[src/rtl/mutex_pkg.sv]
// Shared encodings for the mutex value waiter: request modes and FSM states.
package mutex_pkg;

   typedef enum logic [1:0] {
      MODE_DIFF = 2'd0,
      MODE_EQ   = 2'd1,
      MODE_GE   = 2'd2,
      MODE_SNAP = 2'd3
   } mode_e;

   typedef enum logic [1:0] {
      ST_IDLE = 2'd0,
      ST_WAIT = 2'd1,
      ST_RESP = 2'd2
   } state_e;

endpackage

[src/rtl/mutex_value_waiter_if.sv]
// Value read port plus client request/response channel of the mutex value waiter.
interface mutex_value_waiter_if #(
   parameter int WITDH = 32,
   parameter int TO_W  = 16
);
   logic [WITDH-1:0] value_i;
   logic             valid_i;
   logic             ready_o;
   logic             req_valid_i;
   logic             req_ready_o;
   logic [1:0]       req_mode_i;
   logic [WITDH-1:0] req_ref_i;
   logic [TO_W-1:0]  req_timeout_i;
   logic             rsp_valid_o;
   logic             rsp_ready_i;
   logic [WITDH-1:0] rsp_value_o;
   logic             rsp_timeout_o;
   logic [WITDH-1:0] cur_value_o;
   logic             cur_known_o;

   modport master (
      output value_i, valid_i, req_valid_i, req_mode_i, req_ref_i, req_timeout_i, rsp_ready_i,
      input  ready_o, req_ready_o, rsp_valid_o, rsp_value_o, rsp_timeout_o, cur_value_o, cur_known_o
   );

   modport slave (
      input  value_i, valid_i, req_valid_i, req_mode_i, req_ref_i, req_timeout_i, rsp_ready_i,
      output ready_o, req_ready_o, rsp_valid_o, rsp_value_o, rsp_timeout_o, cur_value_o, cur_known_o
   );
endinterface

[src/rtl/mutex_seq_cmp.sv]
// Combinational hit test of the shadow value against a reference for all request modes.
module mutex_seq_cmp
   import mutex_pkg::*;
#(
   parameter int WITDH = 32
) (
   input  logic [WITDH-1:0] a,
   input  logic [WITDH-1:0] b,
   input  mode_e            mode,
   input  logic             known,
   output logic             hit
);

   logic [WITDH-1:0] diff;

   // Serial-number compare: a is "at or after" b when the modular distance is in the lower half.
   assign diff = a - b;

   always_comb begin
      // NOTE: default assignment first so no path through the case leaves hit unassigned (no latch).
      hit = 1'b0;
      case (mode)
         MODE_DIFF: hit = known && (a != b);
         MODE_EQ:   hit = known && (a == b);
         MODE_GE:   hit = known && !diff[WITDH-1];
         MODE_SNAP: hit = 1'b1;
         default:   hit = 1'b0;
      endcase
   end

endmodule

[src/rtl/mutex_value_waiter.sv]
// Shadows a mutexValue read port and serves one blocking client wait at a time.
module mutex_value_waiter
   import mutex_pkg::*;
#(
   parameter int WITDH = 32,
   parameter int TO_W  = 16
) (
   input logic                core_clk,
   input logic                core_rst_n,
   mutex_value_waiter_if.slave bus
);

   state_e           state;
   logic [WITDH-1:0] shadow;
   logic             known;
   mode_e            mode_q;
   logic [WITDH-1:0] ref_q;
   logic [TO_W-1:0]  cnt;
   logic [WITDH-1:0] rsp_value_q;
   logic             rsp_timeout_q;
   logic             hit;

   mutex_seq_cmp #(.WITDH(WITDH)) u_cmp (
      .a     (shadow),
      .b     (ref_q),
      .mode  (mode_q),
      .known (known),
      .hit   (hit)
   );

   // The shadow follows the read port regardless of FSM state.
   always_ff @(posedge core_clk or negedge core_rst_n) begin
      if (!core_rst_n) begin
         shadow <= '0;
         known  <= 1'b0;
      end else if (bus.valid_i) begin
         // NOTE: non-blocking assignments so every register samples pre-edge values.
         shadow <= bus.value_i;
         known  <= 1'b1;
      end
   end

   always_ff @(posedge core_clk or negedge core_rst_n) begin
      if (!core_rst_n) begin
         state         <= ST_IDLE;
         mode_q        <= MODE_DIFF;
         ref_q         <= '0;
         cnt           <= '0;
         rsp_value_q   <= '0;
         rsp_timeout_q <= 1'b0;
      end else begin
         case (state)
            ST_IDLE: begin
               if (bus.req_valid_i) begin
                  mode_q <= mode_e'(bus.req_mode_i);
                  ref_q  <= bus.req_ref_i;
                  cnt    <= bus.req_timeout_i;
                  state  <= ST_WAIT;
               end
            end
            ST_WAIT: begin
               // A hit outranks expiry in the same cycle; cnt == 0 waits forever.
               if (hit) begin
                  rsp_value_q   <= shadow;
                  rsp_timeout_q <= 1'b0;
                  state         <= ST_RESP;
               end else if (cnt == TO_W'(1)) begin
                  rsp_value_q   <= shadow;
                  rsp_timeout_q <= 1'b1;
                  state         <= ST_RESP;
               end else if (cnt != '0) begin
                  cnt <= cnt - TO_W'(1);
               end
            end
            ST_RESP: begin
               if (bus.rsp_ready_i) state <= ST_IDLE;
            end
            default: state <= ST_IDLE;
         endcase
      end
   end

   assign bus.ready_o       = 1'b1;
   assign bus.req_ready_o   = (state == ST_IDLE);
   assign bus.rsp_valid_o   = (state == ST_RESP);
   assign bus.rsp_value_o   = rsp_value_q;
   assign bus.rsp_timeout_o = rsp_timeout_q;
   assign bus.cur_value_o   = shadow;
   assign bus.cur_known_o   = known;

endmodule

[src/flat_wrapper.sv]
// flat-port wrapper written by rule: the top's interface ports become plain ports
module mutex_value_waiter_flat import mutex_pkg::*;
#(
   parameter int WITDH = 32,
   parameter int TO_W  = 16
)
  (core_clk, core_rst_n, bus_value_i, bus_valid_i, bus_req_valid_i, bus_req_mode_i, bus_req_ref_i, bus_req_timeout_i, bus_rsp_ready_i, bus_ready_o, bus_req_ready_o, bus_rsp_valid_o, bus_rsp_value_o, bus_rsp_timeout_o, bus_cur_value_o, bus_cur_known_o);
  mutex_value_waiter_if #(.WITDH(WITDH), .TO_W(TO_W)) bus_i ();
  input logic core_clk;
  input logic core_rst_n;
  input wire logic [$bits(bus_i.value_i)-1:0] bus_value_i;
  input wire logic [$bits(bus_i.valid_i)-1:0] bus_valid_i;
  input wire logic [$bits(bus_i.req_valid_i)-1:0] bus_req_valid_i;
  input wire logic [$bits(bus_i.req_mode_i)-1:0] bus_req_mode_i;
  input wire logic [$bits(bus_i.req_ref_i)-1:0] bus_req_ref_i;
  input wire logic [$bits(bus_i.req_timeout_i)-1:0] bus_req_timeout_i;
  input wire logic [$bits(bus_i.rsp_ready_i)-1:0] bus_rsp_ready_i;
  output wire logic [$bits(bus_i.ready_o)-1:0] bus_ready_o;
  output wire logic [$bits(bus_i.req_ready_o)-1:0] bus_req_ready_o;
  output wire logic [$bits(bus_i.rsp_valid_o)-1:0] bus_rsp_valid_o;
  output wire logic [$bits(bus_i.rsp_value_o)-1:0] bus_rsp_value_o;
  output wire logic [$bits(bus_i.rsp_timeout_o)-1:0] bus_rsp_timeout_o;
  output wire logic [$bits(bus_i.cur_value_o)-1:0] bus_cur_value_o;
  output wire logic [$bits(bus_i.cur_known_o)-1:0] bus_cur_known_o;
  assign bus_i.value_i = bus_value_i;
  assign bus_i.valid_i = bus_valid_i;
  assign bus_i.req_valid_i = bus_req_valid_i;
  assign bus_i.req_mode_i = bus_req_mode_i;
  assign bus_i.req_ref_i = bus_req_ref_i;
  assign bus_i.req_timeout_i = bus_req_timeout_i;
  assign bus_i.rsp_ready_i = bus_rsp_ready_i;
  assign bus_ready_o = bus_i.ready_o;
  assign bus_req_ready_o = bus_i.req_ready_o;
  assign bus_rsp_valid_o = bus_i.rsp_valid_o;
  assign bus_rsp_value_o = bus_i.rsp_value_o;
  assign bus_rsp_timeout_o = bus_i.rsp_timeout_o;
  assign bus_cur_value_o = bus_i.cur_value_o;
  assign bus_cur_known_o = bus_i.cur_known_o;
  mutex_value_waiter #(.WITDH(WITDH), .TO_W(TO_W)) u_core (.core_clk(core_clk), .core_rst_n(core_rst_n), .bus(bus_i));
endmodule
[config.mk]
export PLATFORM = sky130hd
export DESIGN_NAME = mutex_value_waiter_flat
export DESIGN_NICKNAME = d
export VERILOG_FILES = /design/src/rtl/mutex_pkg.sv /design/src/rtl/mutex_value_waiter_if.sv /design/src/rtl/mutex_seq_cmp.sv /design/src/rtl/mutex_value_waiter.sv /design/src/flat_wrapper.sv
export SDC_FILE = /design/constraint.sdc
export NUM_CORES = 1
export LEC_CHECK = 0
export ABC_AREA = 1
export CAP_MARGIN = 20
export CORE_MARGIN = 4
export CORE_UTILIZATION = 45
export CTS_BUF_LIST = sky130_fd_sc_hd__clkbuf_8
export DETAILED_ROUTE_END_ITERATION = 12
export PLACE_DENSITY = 0.8
export SLEW_MARGIN = 20
export SYNTH_ARGS = -nofsm -noshare
export SYNTH_HDL_FRONTEND = slang
export SYNTH_SLANG_ARGS = --single-unit
[constraint.sdc]
create_clock -name core_clk -period 2.3 [get_ports core_clk]
set_input_delay 0.46 -clock core_clk [delete_from_list [all_inputs] [get_ports core_clk]]
set_output_delay 0.46 -clock core_clk [all_outputs]
set_load 0.02 [all_outputs]
==> impl_metrics.py <==
metrics = {
    "route": {
        "viasPerCell": 4.87,
        "met3_length_um": 1060,
        "drt_wl_total_um": 16100,
        "wl_met2_um": 7820,
        "met1Wirelength_um": 7060,
        "post_drt_wl_per_cell_um": 15.0,
        "postRouteAntennaNets": 0,
        "drc": 0,
        "drtIter0Drc": 518,
        "dr.max_layer_used": "met4",
        "via_count": 5227,
        "firstDrtPassIters": 6,
    },
    "timing": {
        "setup_viol_count_final": 7,
        "timing.hold.ws_ns": 0.0144,
        "setup_tns_ns": -0.0101,
        "final_hold_viol_count": 0,
        "maxSlewHeadroom_pct": 58.4,
        "rsz0062_at_grt": "true",
        "max_freq_mhz": 434,
        "period_needed_ns": 2.30,
        "fin_ws_ns": -0.00487,
        "period_share_pct": 100,
        "maxSlewViolCount": 0,
        "clock_skew_ns": 0.0134,
        "worstMarginPinSlew_ns": 0.619,
    },
    "place": {
        "hpwl_um": 10800,
        "dp_slack_ns": -0.0801,
        "gp_congestion": 0.806,
        "port_buffers": 154,
        "placed_area_um2": 7790,
    },
    "die": {
        "die-area_um2": 15200,
        "rows": 41,
        "coreArea_um2": 12800,
        "die_x_um": 123,
        "ioPinCount": 156,
        "initial_core_util_pct": 46.8,
        "die_y_um": 123,
    },
    "worst_setup_path": {
        "crit_family": "simple AND/OR/NAND/NOR gates",
        "worstSetupEndpointType": "flip-flop",
        "slowest_stage": "dfrtp_1",
        "rrSetupSlack_ns": -0.005,
        "crit_chain": "inv_1, ha_4, a21o_1, nor2_1, nand2_2, a21oi_4, nand2_1, nand2_1, nand3_2, nand2_2, nand2_2, nand3_4, nand2_8, buf_12, buf_16, nand3_2, nand2_1",
        "required_ns": 2.63,
        "critPathKind": "reg -> reg",
        "reg2reg_depth": 17,
        "critPathMaxStageDelay_ns": 0.37,
        "r2r_end": "u_core.cnt[9]$_DFFE_PN0P_",
        "arrival_ns": 2.64,
        "critPathLaunchType": "flip-flop",
        "crit_fanout": 6,
        "worstReg2RegStart": "u_core.ref_q[22]$_DFFE_PN0P_",
        "path_buf_inv": 3,
    },
    "clock_tree": {
        "ctsHtreeMaxLevel": 4,
        "cts_buffer_depth": 2,
        "cts.hold.buffers_added": 0,
        "cts_buffers": 17,
        "cts_tree": "done",
        "ctsRootBufferMaster": "clkbuf_8",
        "clock_latency_ns": 0.44,
        "clkSlewWorstSetupHoldPaths_ns": 0.07,
        "cts.sinks": 118,
    },
    "layout": {
        "areaGrowthSynthToFinish_pct": 45.4,
        "drive_gt1_share_pct": 17.3,
        "final_area_um2": 8730,
        "seq_area_um2": 2950,
        "filler_cell_count": 1011,
        "multiInputGateArea_um2": 2810,
        "diodes": 0,
        "nets": 1012,
    },
    "yosys": {
        "synth-seq-cells": 118,
        "ys_seq_area_share_pct": 49.2,
        "synth_area_um2": 6000,
        "synth.distinct_cells": 32,
        "ys_warn_count": 0,
        "postSynthCellCount": 710,
        "synthesis.nets": 833,
        "syn_avg_cell_area_um2": 8.45,
    },
    "global_routing": {
        "grt_pass1_wl_um": 24900,
        "grt_pass1_vias": 5135,
        "grt_max_degree": 67,
        "grt.total_usage_pct": 21.2,
        "antenna_found_initial": 0,
        "gr-total-overflow": 0,
    },
    "pwr": {
        "p_total_mw": 10.7,
        "pwr-share-comb_pct": 49.1,
        "power.share.sequential_pct": 30.6,
        "p_sw_share_pct": 40.3,
        "vdd_ir_drop_max_mv": 0.619,
        "clockPowerShare_pct": 20.3,
        "p_leak_nw": 4.22,
        "p_int_mw": 6.40,
        "power_switching_mw": 4.31,
        "power_density_nw_per_um2": 1230,
    },
    "min_path": {
        "hold_class": "in -> async",
    },
    "run_status": {
        "status": "finished with violations",
        "violations": "setup timing",
    },
    "run": {
        "cap_viol_max_count": 0,
    },
}
-- routing by layer --
metal / GRT usage, % / vias up
met5: 0 / -
met4: 5.05 / 0
met3: 7.87 / 14
met2: 33.7 / 132
met1: 27.7 / 2469
li1: - / 2612
-- worst max path at each step --
stage / startpoint / to / slack (ns) / depth (start not counted)
6_report: u_core.ref_q[22]$_DFFE_PN0P_ / u_core.cnt[9]$_DFFE_PN0P_ / -0.005 / 17
5_1_grt: u_core.bus.cur_value_o[10]$_DFFE_PN0P_ / u_core.cnt[9]$_DFFE_PN0P_ / -0.22 / 18
4_1_cts: u_core.bus.cur_value_o[26]$_DFFE_PN0P_ / u_core.cnt[2]$_DFFE_PN0P_ / -0.04 / 16
3_5_place_dp: u_core.bus.cur_value_o[26]$_DFFE_PN0P_ / u_core.bus.rsp_value_o[18]$_DFFE_PN0P_ / -0.08 / 15
3_3_place_gp: u_core.bus.cur_value_o[26]$_DFFE_PN0P_ / u_core.bus.rsp_value_o[18]$_DFFE_PN0P_ / -0.02 / 15
2_1_floorplan: u_core.bus.cur_value_o[26]$_DFFE_PN0P_ / u_core.cnt[0]$_DFFE_PN0P_ / 0.11 / 16
-- layout make-up --
type / instances / area share (%)
sequential: 118 / 33.8
clock inverter: 14 / 2.38
inverter: 99 / 4.26
multi-input combinational: 465 / 32.1
clock buffer: 18 / 2.84
timing repair buffer: 188 / 22.1
tap: 172 / 2.47
-- through the flow --
| step | util (%) | cells |
|---|---|---|
| after detailed placement | 60.8 | 1027 |
| after floorplan | - | 710 |
| after CTS | 65.5 | 1064 |
| final | 68.1 | 1074 |
| after global routing | 68.1 | 1074 |
| after global placement | 60.8 | 1027 |
-- cell usage after synthesis (all sizes together) --
cell,instances,share of area [%]
conb,1,0.062
nor3,3,0.25
a21o,2,0.25
o21ai,80,8.1
inv,99,6.2
o31ai,2,0.25
buf,13,2.0
ha,36,7.5
a21oi,47,3.9
dfrtp,118,49
xor2,1,0.15
nand4,3,0.31
nand2,177,11
nor3b,1,0.21
xnor2,4,0.58
a31oi,5,0.63
mux2,2,0.38
or2,2,0.21
nor2,68,4.3
nand3,28,3.2
clkbuf,16,1.0
nor4,1,0.10
and2,1,0.10
-- state kept, by name, summed over array words and instances, names as in the netlist --
signal                    cells
u_core.bus.cur_known_o        1
u_core.state                  2
u_core.mode_q                 2
u_core.ref_q                 32
u_core.bus.cur_value_o       32
u_core.bus.rsp_timeout_o      1
u_core.bus.rsp_value_o       32
u_core.cnt                   16
-- cells by family after synthesis --
| logic type | synth area share (%) |
|---|---|
| XOR/XNOR | 0.730 |
| adder cells (fa/ha/maj) | 7.50 |
| multiplexers | 0.375 |
| other | 0.0625 |
| buffers and inverters | 9.17 |
| AND/OR/NAND/NOR | 19.8 |
| flip-flops | 49.2 |
| AO/OA/AOI/OAI | 13.2 |
-- timing repair --
action,in CTS,in global routing
endpoints found under the setup margin,50,50
resized for setup,13,46
gates cloned,2,2
pin swaps,3,22
setup buffers,3,9
-- worst reg2reg max path, stage by stage (launching register included) --
cell and delay [ns]:
dfrtp_1 0.37, inv_1 0.12, ha_4 0.22, a21o_1 0.17
nor2_1 0.13, nand2_2 0.09, a21oi_4 0.17, nand2_1 0.07
nand2_1 0.07, nand3_2 0.06, nand2_2 0.07, nand2_2 0.07
nand3_4 0.09, nand2_8 0.08, buf_12 0.17, buf_16 0.14
nand3_2 0.06, nand2_1 0.05
-- power groups by stage --
stage               clock network, mW  logic, mW  registers, mW
finish                           2.17       5.26           3.28
CTS                              2.21       4.79           3.26
detailed placement                  0       4.41           3.28
global route                     2.29       5.81           3.37
global placement                    0       4.28           3.26
floorplan                           0       2.65           3.56
-- placed cells by master, fill, tap and decap left out, types with 5 or more instances in the layout --
master,instances
o21ai_2,28
o21ai_0,47
nor2_1,64
nand3_1,16
nand2_1,157
a21oi_1,44
dfrtp_1,118
bufinv_16,5
nand3_2,11
buf_12,6
clkbuf_8,18
inv_1,98
clkdlybuf4s50_1,152
ha_1,27
ha_4,9
nand2_2,17
buf_4,24
Power figures use the tool's default switching activity.
